**config.mk**
```make
export PLATFORM = sky130hd
export DESIGN_NAME = periph_plug_arbiter
export DESIGN_NICKNAME = d
export VERILOG_FILES = /design/src/rtl/periph_plug_arbiter_pkg.sv /design/src/rtl/periph_rr_arb.sv /design/src/rtl/periph_plug_arbiter.sv
export SDC_FILE = /design/constraint.sdc
export NUM_CORES = 2
export LEC_CHECK = 0
export BUFFER_PORTS_ARGS = -buffer_cell sky130_fd_sc_hd__buf_4
export CELL_PAD_IN_SITES_DETAIL_PLACEMENT = 1
export CELL_PAD_IN_SITES_GLOBAL_PLACEMENT = 1
export CORE_AREA = 2 2 494 496
export DETAILED_ROUTE_END_ITERATION = 16
export DIE_AREA = 0 0 496 498
export MAX_ROUTING_LAYER = met4
export PLACE_DENSITY_LB_ADDON = 0.12
export SETUP_SLACK_MARGIN = 0.02
export SYNTH_ARGS = -nofsm -noshare
export SYNTH_HDL_FRONTEND = slang
export SYNTH_HIERARCHICAL = 1
export SYNTH_SLANG_ARGS = --single-unit
```
**constraint.sdc**
```tcl
create_clock -name clk_i -period 3 [get_ports clk_i]
set_input_delay 0.3 -clock clk_i [delete_from_list [all_inputs] [get_ports clk_i]]
set_output_delay 0.3 -clock clk_i [all_outputs]
set_load 0.03 [all_outputs]
```
**src/rtl/periph_plug_arbiter_pkg.sv**
```systemverilog
// Shared constants for the cluster peripheral interconnect: plug indices,
// the unmapped plug and the data returned on an unmapped access.
package periph_plug_arbiter_pkg;

   localparam int NB_SPERIPH_PLUGS    = 8;

   localparam int SPER_EOC_ID         = 0;
   localparam int SPER_TIMER_ID       = 1;
   localparam int SPER_EVENT_U_ID     = 2;
   localparam int SPER_UNMAPPED_ID    = 3;
   localparam int SPER_HWPE_ID        = 4;
   localparam int SPER_ICACHE_CTRL_ID = 5;
   localparam int SPER_DMA_ID         = 6;
   localparam int SPER_EXT_ID         = 7;

   localparam logic [31:0] UNMAPPED_RDATA = 32'hBADACCE5;

endpackage

```
**src/rtl/periph_rr_arb.sv**
```systemverilog
// Round-robin arbiter for one peripheral plug: the first requester at or after
// the pointer wins; the pointer moves past the winner only on a handshake.
module periph_rr_arb #(
   parameter int NB_REQ = 4
) (
   input  logic                      clk_i,
   input  logic                      rst_ni,
   input  logic [NB_REQ-1:0]         req_i,
   input  logic                      gnt_i,
   output logic                      valid_o,
   output logic [$clog2(NB_REQ)-1:0] winner_o
);

   localparam int IW = $clog2(NB_REQ);

   logic [IW-1:0] r_ptr;
   logic [IW-1:0] w_idx;

   // Scan from the farthest candidate back to the pointer so the closest one wins.
   always_comb begin
      winner_o = '0;
      w_idx    = '0;
      for (int k = NB_REQ - 1; k >= 0; k--) begin
         w_idx = IW'((int'(r_ptr) + k) % NB_REQ);
         if (req_i[w_idx]) begin
            winner_o = w_idx;
         end
      end
   end

   assign valid_o = |req_i;

   always_ff @(posedge clk_i or negedge rst_ni) begin
      if (!rst_ni) begin
         r_ptr <= '0;
      end else if (valid_o && gnt_i) begin
         r_ptr <= (winner_o == IW'(NB_REQ - 1)) ? '0 : winner_o + 1'b1;
      end
   end

endmodule

```
**src/rtl/periph_plug_arbiter.sv**
```systemverilog
// Cluster peripheral interconnect: decodes each core's plug ID, arbitrates per
// plug round-robin, routes fixed-latency responses and error-answers the unmapped plug.
module periph_plug_arbiter
   import periph_plug_arbiter_pkg::*;
#(
   parameter int NB_MASTER  = 4,
   parameter int NB_SLAVE   = NB_SPERIPH_PLUGS,
   parameter int ADDR_WIDTH = 32,
   parameter int DATA_WIDTH = 32,
   parameter int ROUTE_LSB  = 10
) (
   input  logic                         clk_i,
   input  logic                         rst_ni,
   input  logic                         m_req_i     [NB_MASTER],
   input  logic [ADDR_WIDTH-1:0]        m_add_i     [NB_MASTER],
   input  logic                         m_wen_i     [NB_MASTER],
   input  logic [DATA_WIDTH-1:0]        m_wdata_i   [NB_MASTER],
   input  logic [DATA_WIDTH/8-1:0]      m_be_i      [NB_MASTER],
   output logic                         m_gnt_o     [NB_MASTER],
   output logic                         m_r_valid_o [NB_MASTER],
   output logic [DATA_WIDTH-1:0]        m_r_rdata_o [NB_MASTER],
   output logic                         m_r_opc_o   [NB_MASTER],
   output logic                         s_req_o     [NB_SLAVE],
   output logic [ADDR_WIDTH-1:0]        s_add_o     [NB_SLAVE],
   output logic                         s_wen_o     [NB_SLAVE],
   output logic [DATA_WIDTH-1:0]        s_wdata_o   [NB_SLAVE],
   output logic [DATA_WIDTH/8-1:0]      s_be_o      [NB_SLAVE],
   output logic [$clog2(NB_MASTER)-1:0] s_id_o      [NB_SLAVE],
   input  logic                         s_gnt_i     [NB_SLAVE],
   input  logic                         s_r_valid_i [NB_SLAVE],
   input  logic [DATA_WIDTH-1:0]        s_r_rdata_i [NB_SLAVE],
   input  logic                         s_r_opc_i   [NB_SLAVE]
);

   localparam int MW = $clog2(NB_MASTER);
   localparam int SW = $clog2(NB_SLAVE);

   logic [SW-1:0]        w_tgt     [NB_MASTER];
   logic [NB_MASTER-1:0] w_req_vec [NB_SLAVE];
   logic [NB_MASTER-1:0] w_gnt_vec [NB_SLAVE];
   logic [NB_MASTER-1:0] w_rsp_hit [NB_SLAVE];
   logic [NB_MASTER-1:0] r_err_pend;
   logic                 r_post_rst;

   genvar gi;

   for (gi = 0; gi < NB_MASTER; gi++) begin : g_decode
      assign w_tgt[gi] = m_add_i[gi][ROUTE_LSB +: SW];
   end

   always_comb begin
      for (int s = 0; s < NB_SLAVE; s++) begin
         for (int m = 0; m < NB_MASTER; m++) begin
            w_req_vec[s][m] = m_req_i[m] && (w_tgt[m] == SW'(s));
         end
      end
   end

   // Low for the first cycle after reset, when a plug may still answer a dropped handshake.
   always_ff @(posedge clk_i or negedge rst_ni) begin
      if (!rst_ni) begin
         r_post_rst <= 1'b0;
      end else begin
         r_post_rst <= 1'b1;
      end
   end

   for (gi = 0; gi < NB_SLAVE; gi++) begin : g_plug
      if (gi == SPER_UNMAPPED_ID) begin : g_err
         logic w_unused_err;

         // Every master hitting the hole is granted at once and answered next cycle.
         always_ff @(posedge clk_i or negedge rst_ni) begin
            if (!rst_ni) begin
               r_err_pend <= '0;
            end else begin
               r_err_pend <= w_req_vec[gi];
            end
         end

         assign w_gnt_vec[gi]  = w_req_vec[gi];
         assign w_rsp_hit[gi]  = '0;
         assign s_req_o[gi]    = 1'b0;
         assign s_add_o[gi]    = '0;
         assign s_wen_o[gi]    = 1'b0;
         assign s_wdata_o[gi]  = '0;
         assign s_be_o[gi]     = '0;
         assign s_id_o[gi]     = '0;
         assign w_unused_err   = ^{s_gnt_i[gi], s_r_valid_i[gi], s_r_opc_i[gi], s_r_rdata_i[gi]};
      end else begin : g_arb
         logic          w_valid;
         logic [MW-1:0] w_winner;
         logic          w_hs;
         logic          r_rsp_valid;
         logic [MW-1:0] r_rsp_id;

         periph_rr_arb #(
            .NB_REQ (NB_MASTER)
         ) u_arb (
            .clk_i    (clk_i),
            .rst_ni   (rst_ni),
            .req_i    (w_req_vec[gi]),
            .gnt_i    (s_gnt_i[gi]),
            .valid_o  (w_valid),
            .winner_o (w_winner)
         );

         assign w_hs          = w_valid && s_gnt_i[gi];
         assign s_req_o[gi]   = w_valid;
         assign s_add_o[gi]   = w_valid ? m_add_i[w_winner]   : '0;
         assign s_wen_o[gi]   = w_valid ? m_wen_i[w_winner]   : 1'b0;
         assign s_wdata_o[gi] = w_valid ? m_wdata_i[w_winner] : '0;
         assign s_be_o[gi]    = w_valid ? m_be_i[w_winner]    : '0;
         assign s_id_o[gi]    = w_valid ? w_winner : '0;
         assign w_gnt_vec[gi] = w_hs ? (NB_MASTER'(1) << w_winner) : '0;

         always_ff @(posedge clk_i or negedge rst_ni) begin
            if (!rst_ni) begin
               r_rsp_valid <= 1'b0;
               r_rsp_id    <= '0;
            end else begin
               r_rsp_valid <= w_hs;
               if (w_hs) begin
                  r_rsp_id <= w_winner;
               end
            end
         end

         // Only a response that matches a registered handshake reaches a master.
         assign w_rsp_hit[gi] = (r_rsp_valid && s_r_valid_i[gi]) ? (NB_MASTER'(1) << r_rsp_id) : '0;

         a_orphan_rsp: assert property (@(posedge clk_i) disable iff (!rst_ni)
            (r_post_rst && s_r_valid_i[gi]) |-> r_rsp_valid);
      end
   end

   always_comb begin
      for (int m = 0; m < NB_MASTER; m++) begin
         m_gnt_o[m]     = 1'b0;
         m_r_valid_o[m] = r_err_pend[m];
         m_r_opc_o[m]   = r_err_pend[m];
         m_r_rdata_o[m] = r_err_pend[m] ? DATA_WIDTH'(UNMAPPED_RDATA) : '0;
         for (int s = 0; s < NB_SLAVE; s++) begin
            if (w_gnt_vec[s][m]) begin
               m_gnt_o[m] = 1'b1;
            end
            if (w_rsp_hit[s][m]) begin
               m_r_valid_o[m] = 1'b1;
               m_r_rdata_o[m] = s_r_rdata_i[s];
               m_r_opc_o[m]   = s_r_opc_i[s];
            end
         end
      end
   end

endmodule

```
==> flow_summary.yaml <==
run_status:
  status: "finished with violations"
  violations: "negative hold slack, negative setup slack"
power:
  p_total_mw: 10.1
  p_leak_nw: 18.5
  ir_drop_uv: 247
  p_per_area_nw_per_um2: 214
synthesis:
  ys_ff_latch: 39
  synth_edf_count: 0
  yosys-top-cells-area: "mux4_2, and2_1, o21ai_0"
  seq_area_frac_synth: 0.0380
  ys_warn_count: 6
  synth_top_area_frac: 0.423
  yosys.cell_types.count: 63
  ys_top_cells_by_count: "and2_1, mux4_2, o21ai_0, clkbuf_1, nand2_1"
  syn_area_um2: 25700
  synth_most_common_cell: "and2_1"
  netlist_instances: 2805
  synth_top_area_cell: "mux4_2"
  synthArstFlopShare: 1.00
  synth-main-ff-cell: "dfrtp_1"
  syn-mean-instance-area_um2: 9.17
global_route:
  grt_use_total: 0.214
  antenna_found_initial: 61
  grt_overflow: 0
  grt_max_degree: 73
  grt_pass1_wl_um: 353000
  grt_pass1_vias: 35222
clock_tree:
  cts-buffers-inserted: 5
  htreeDepth: 2
  cts.reportedPaths.clkPinSlew_ns: 0.07
  max-clock-path-buffers: 2
  numClockSinks: 39
  worstSkewPairLatency_ns: 0.30
  cts_root_buf: "clkbuf_16"
  cts_tree: "yes"
floorplan:
  coreArea_um2: 242000
  start_util: 0.106
  ios: 1278
  die_y_um: 498
  die-area_um2: 247000
  rows: 181
  die_w_um: 496
timing:
  layout_setup_ws_ns: -0.0379
  maxSlewViolCount: 0
  skew_ns: 0.00681
  hold_viol: 1
  min_period_over_period: 1.01
  worst_pin_slew_ns: 0.654
  max_clock_freq_mhz: 329
  rsz0062_at_grt: "true"
  whs_ns: -0.00350
  slew_headroom: 0.564
  min_period_ns: 3.04
  setup_viol: 19
drt:
  drc: 0
  viasPerCell: 4.52
  dr.pass1.iters: 5
  postRouteWirelength_um: 272000
  routedWlPerCell_um: 36.5
  antenna_left: 0
  drt_iter0_markers: 2317
  vias: 33695
layout:
  drive_gt1_frac: 0.641
  area.growth.synth_to_final_pct: 83.0
  fin_nets: 4767
  fill_cells: 27901
critical_path:
  cp.required_ns: 2.70
  cp.arrival_ns: 2.74
  worstPathMaxFanout: 6
  reg2reg_from: "g_plug[6].g_arb.u_arb/r_ptr[1]$_DFFE_PN0P_"
  criticalPathCategory: "flip-flop to output port"
  rrSetupSlack_ns: 1.00
  regToRegEndpoint: "g_plug[6].g_arb.u_arb/r_ptr[1]$_DFFE_PN0P_"
  crit_end: "s_wdata_o[41]"
  reg2reg_depth: 7
  cp-end-kind: "output port"
  critPathLaunch: "g_plug[6].g_arb.u_arb/r_ptr[1]$_DFFE_PN0P_"
  startpoint_type: "flip-flop"
worst_hold_path:
  hold_path_class: "input port to asynchronous set/reset pin"
placement:
  gp_congestion: 0.880
  dpl.hpwl_um: 210000
  portBuffers: 1170
flow_run:
  max_cap_violations: 0
-- cell type report --
cell class              instances  area, µm²  share of cell area
repair buffers               1728      17300               0.368
well taps                    3202       4010              0.0851
clock buffers                   5        125             0.00266
diodes                         52        130             0.00277
flip-flops and latches         39        991              0.0211
clock inverters                 3       20.0            0.000425
inverters                      34        128             0.00271
multi-input cells            2390      24300               0.517
-- through the flow --
stage / utilization / instance area [µm²] / std cells / worst slack (ns) / TNS, ns
3_5_place_dp: 0.172 / 41700 / 7268 / -0.266 / -40.01
3_3_place_gp: 0.172 / 41700 / 7268 / -0.281 / -34.03
2_1_floorplan: - / 26000 / 2876 / -0.0548 / -4.69
4_1_cts: 0.185 / 44700 / 7361 / -0.109 / -3.89
5_1_grt: 0.194 / 47000 / 7448 / -0.138 / -8.19
6_report: 0.195 / 47100 / 7453 / -0.0379 / -0.434
-- state kept, by name (all words and copies together) (netlist names) --
name and cells:
g_plug.g_arb.r_rsp_id 14, g_plug.g_arb.u_arb/r_ptr 14, g_plug.g_arb.r_rsp_valid 7, r_err_pend 4
-- cell usage in the layout (no fill, tap or decap), types with 96 or more instances in the layout --
cell	count
buf_4	1153
and2_1	199
and2_4	297
o21ai_0	238
a22oi_1	126
mux4_2	483
buf_6	344
buf_12	152
nand3_1	96
nand2_1	125
-- per-layer routing --
metal / global-route usage / vias to the layer above / wire [µm]
met5: - / - / 0
met4: 0.0461 / 0 / 8960
met3: 0.0466 / 210 / 18200
met2: 0.373 / 1473 / 138000
met1: 0.248 / 18097 / 107000
li1: - / 13915 / -
-- where the power goes --
part	switching [mW]	total, mW	internal, mW	leakage [nW]
Sequential	0.107	0.702	0.596	0.479
Clock	0.278	0.586	0.308	0.0661
Combinational	4.92	8.78	3.86	17.9
-- cell families (layout without fill, tap and decap cells) --
family / after synthesis / in the layout / synth area share
simple gates: 961 / 961 / 0.213
compound gates: 771 / 771 / 0.200
mux: 579 / 579 / 0.461
buf+inv: 447 / 1770 / 0.0845
flops: 39 / 39 / 0.0380
fa+ha+maj: 7 / 7 / 0.00341
other cells: 1 / 124 / 0.000146
-- what timing repair did --
item / 4_1_cts / 5_1_grt
gates resized for setup: 434 / 575
cloned: 28 / 15
hold buffers: 0 / 0
setup endpoints to repair: 521 / 475
buffers inserted: 57 / 49
pin swaps: 32 / 64
-- critical path: stages (launching register included) --
cell and delay, ns:
dfrtp_2 0.44, mux2i_1 0.12, a32o_2 0.26, nor2_4 0.10
buf_12 0.12, buf_12 0.10, buf_16 0.14, buf_12 0.14
buf_12 0.13, mux4_2 0.50, and2_4 0.20, buf_6 0.14
-- worst min path at each step --
stage           start                                          to  slack, ns  cells after the start
2_1_floorplan  rst_ni     g_plug[0].g_arb.r_rsp_id[0]$_DFFE_PN0P_      0.004                      0
3_3_place_gp   rst_ni  g_plug[6].g_arb.u_arb/r_ptr[1]$_DFFE_PN0P_       0.37                      1
3_5_place_dp   rst_ni  g_plug[6].g_arb.u_arb/r_ptr[1]$_DFFE_PN0P_       0.37                      1
4_1_cts        rst_ni  g_plug[6].g_arb.u_arb/r_ptr[1]$_DFFE_PN0P_       0.03                      1
5_1_grt        rst_ni  g_plug[6].g_arb.u_arb/r_ptr[1]$_DFFE_PN0P_       0.03                      1
6_report       rst_ni  g_plug[6].g_arb.u_arb/r_ptr[1]$_DFFE_PN0P_     -0.003                      1
(Power assumes the default switching activity.)
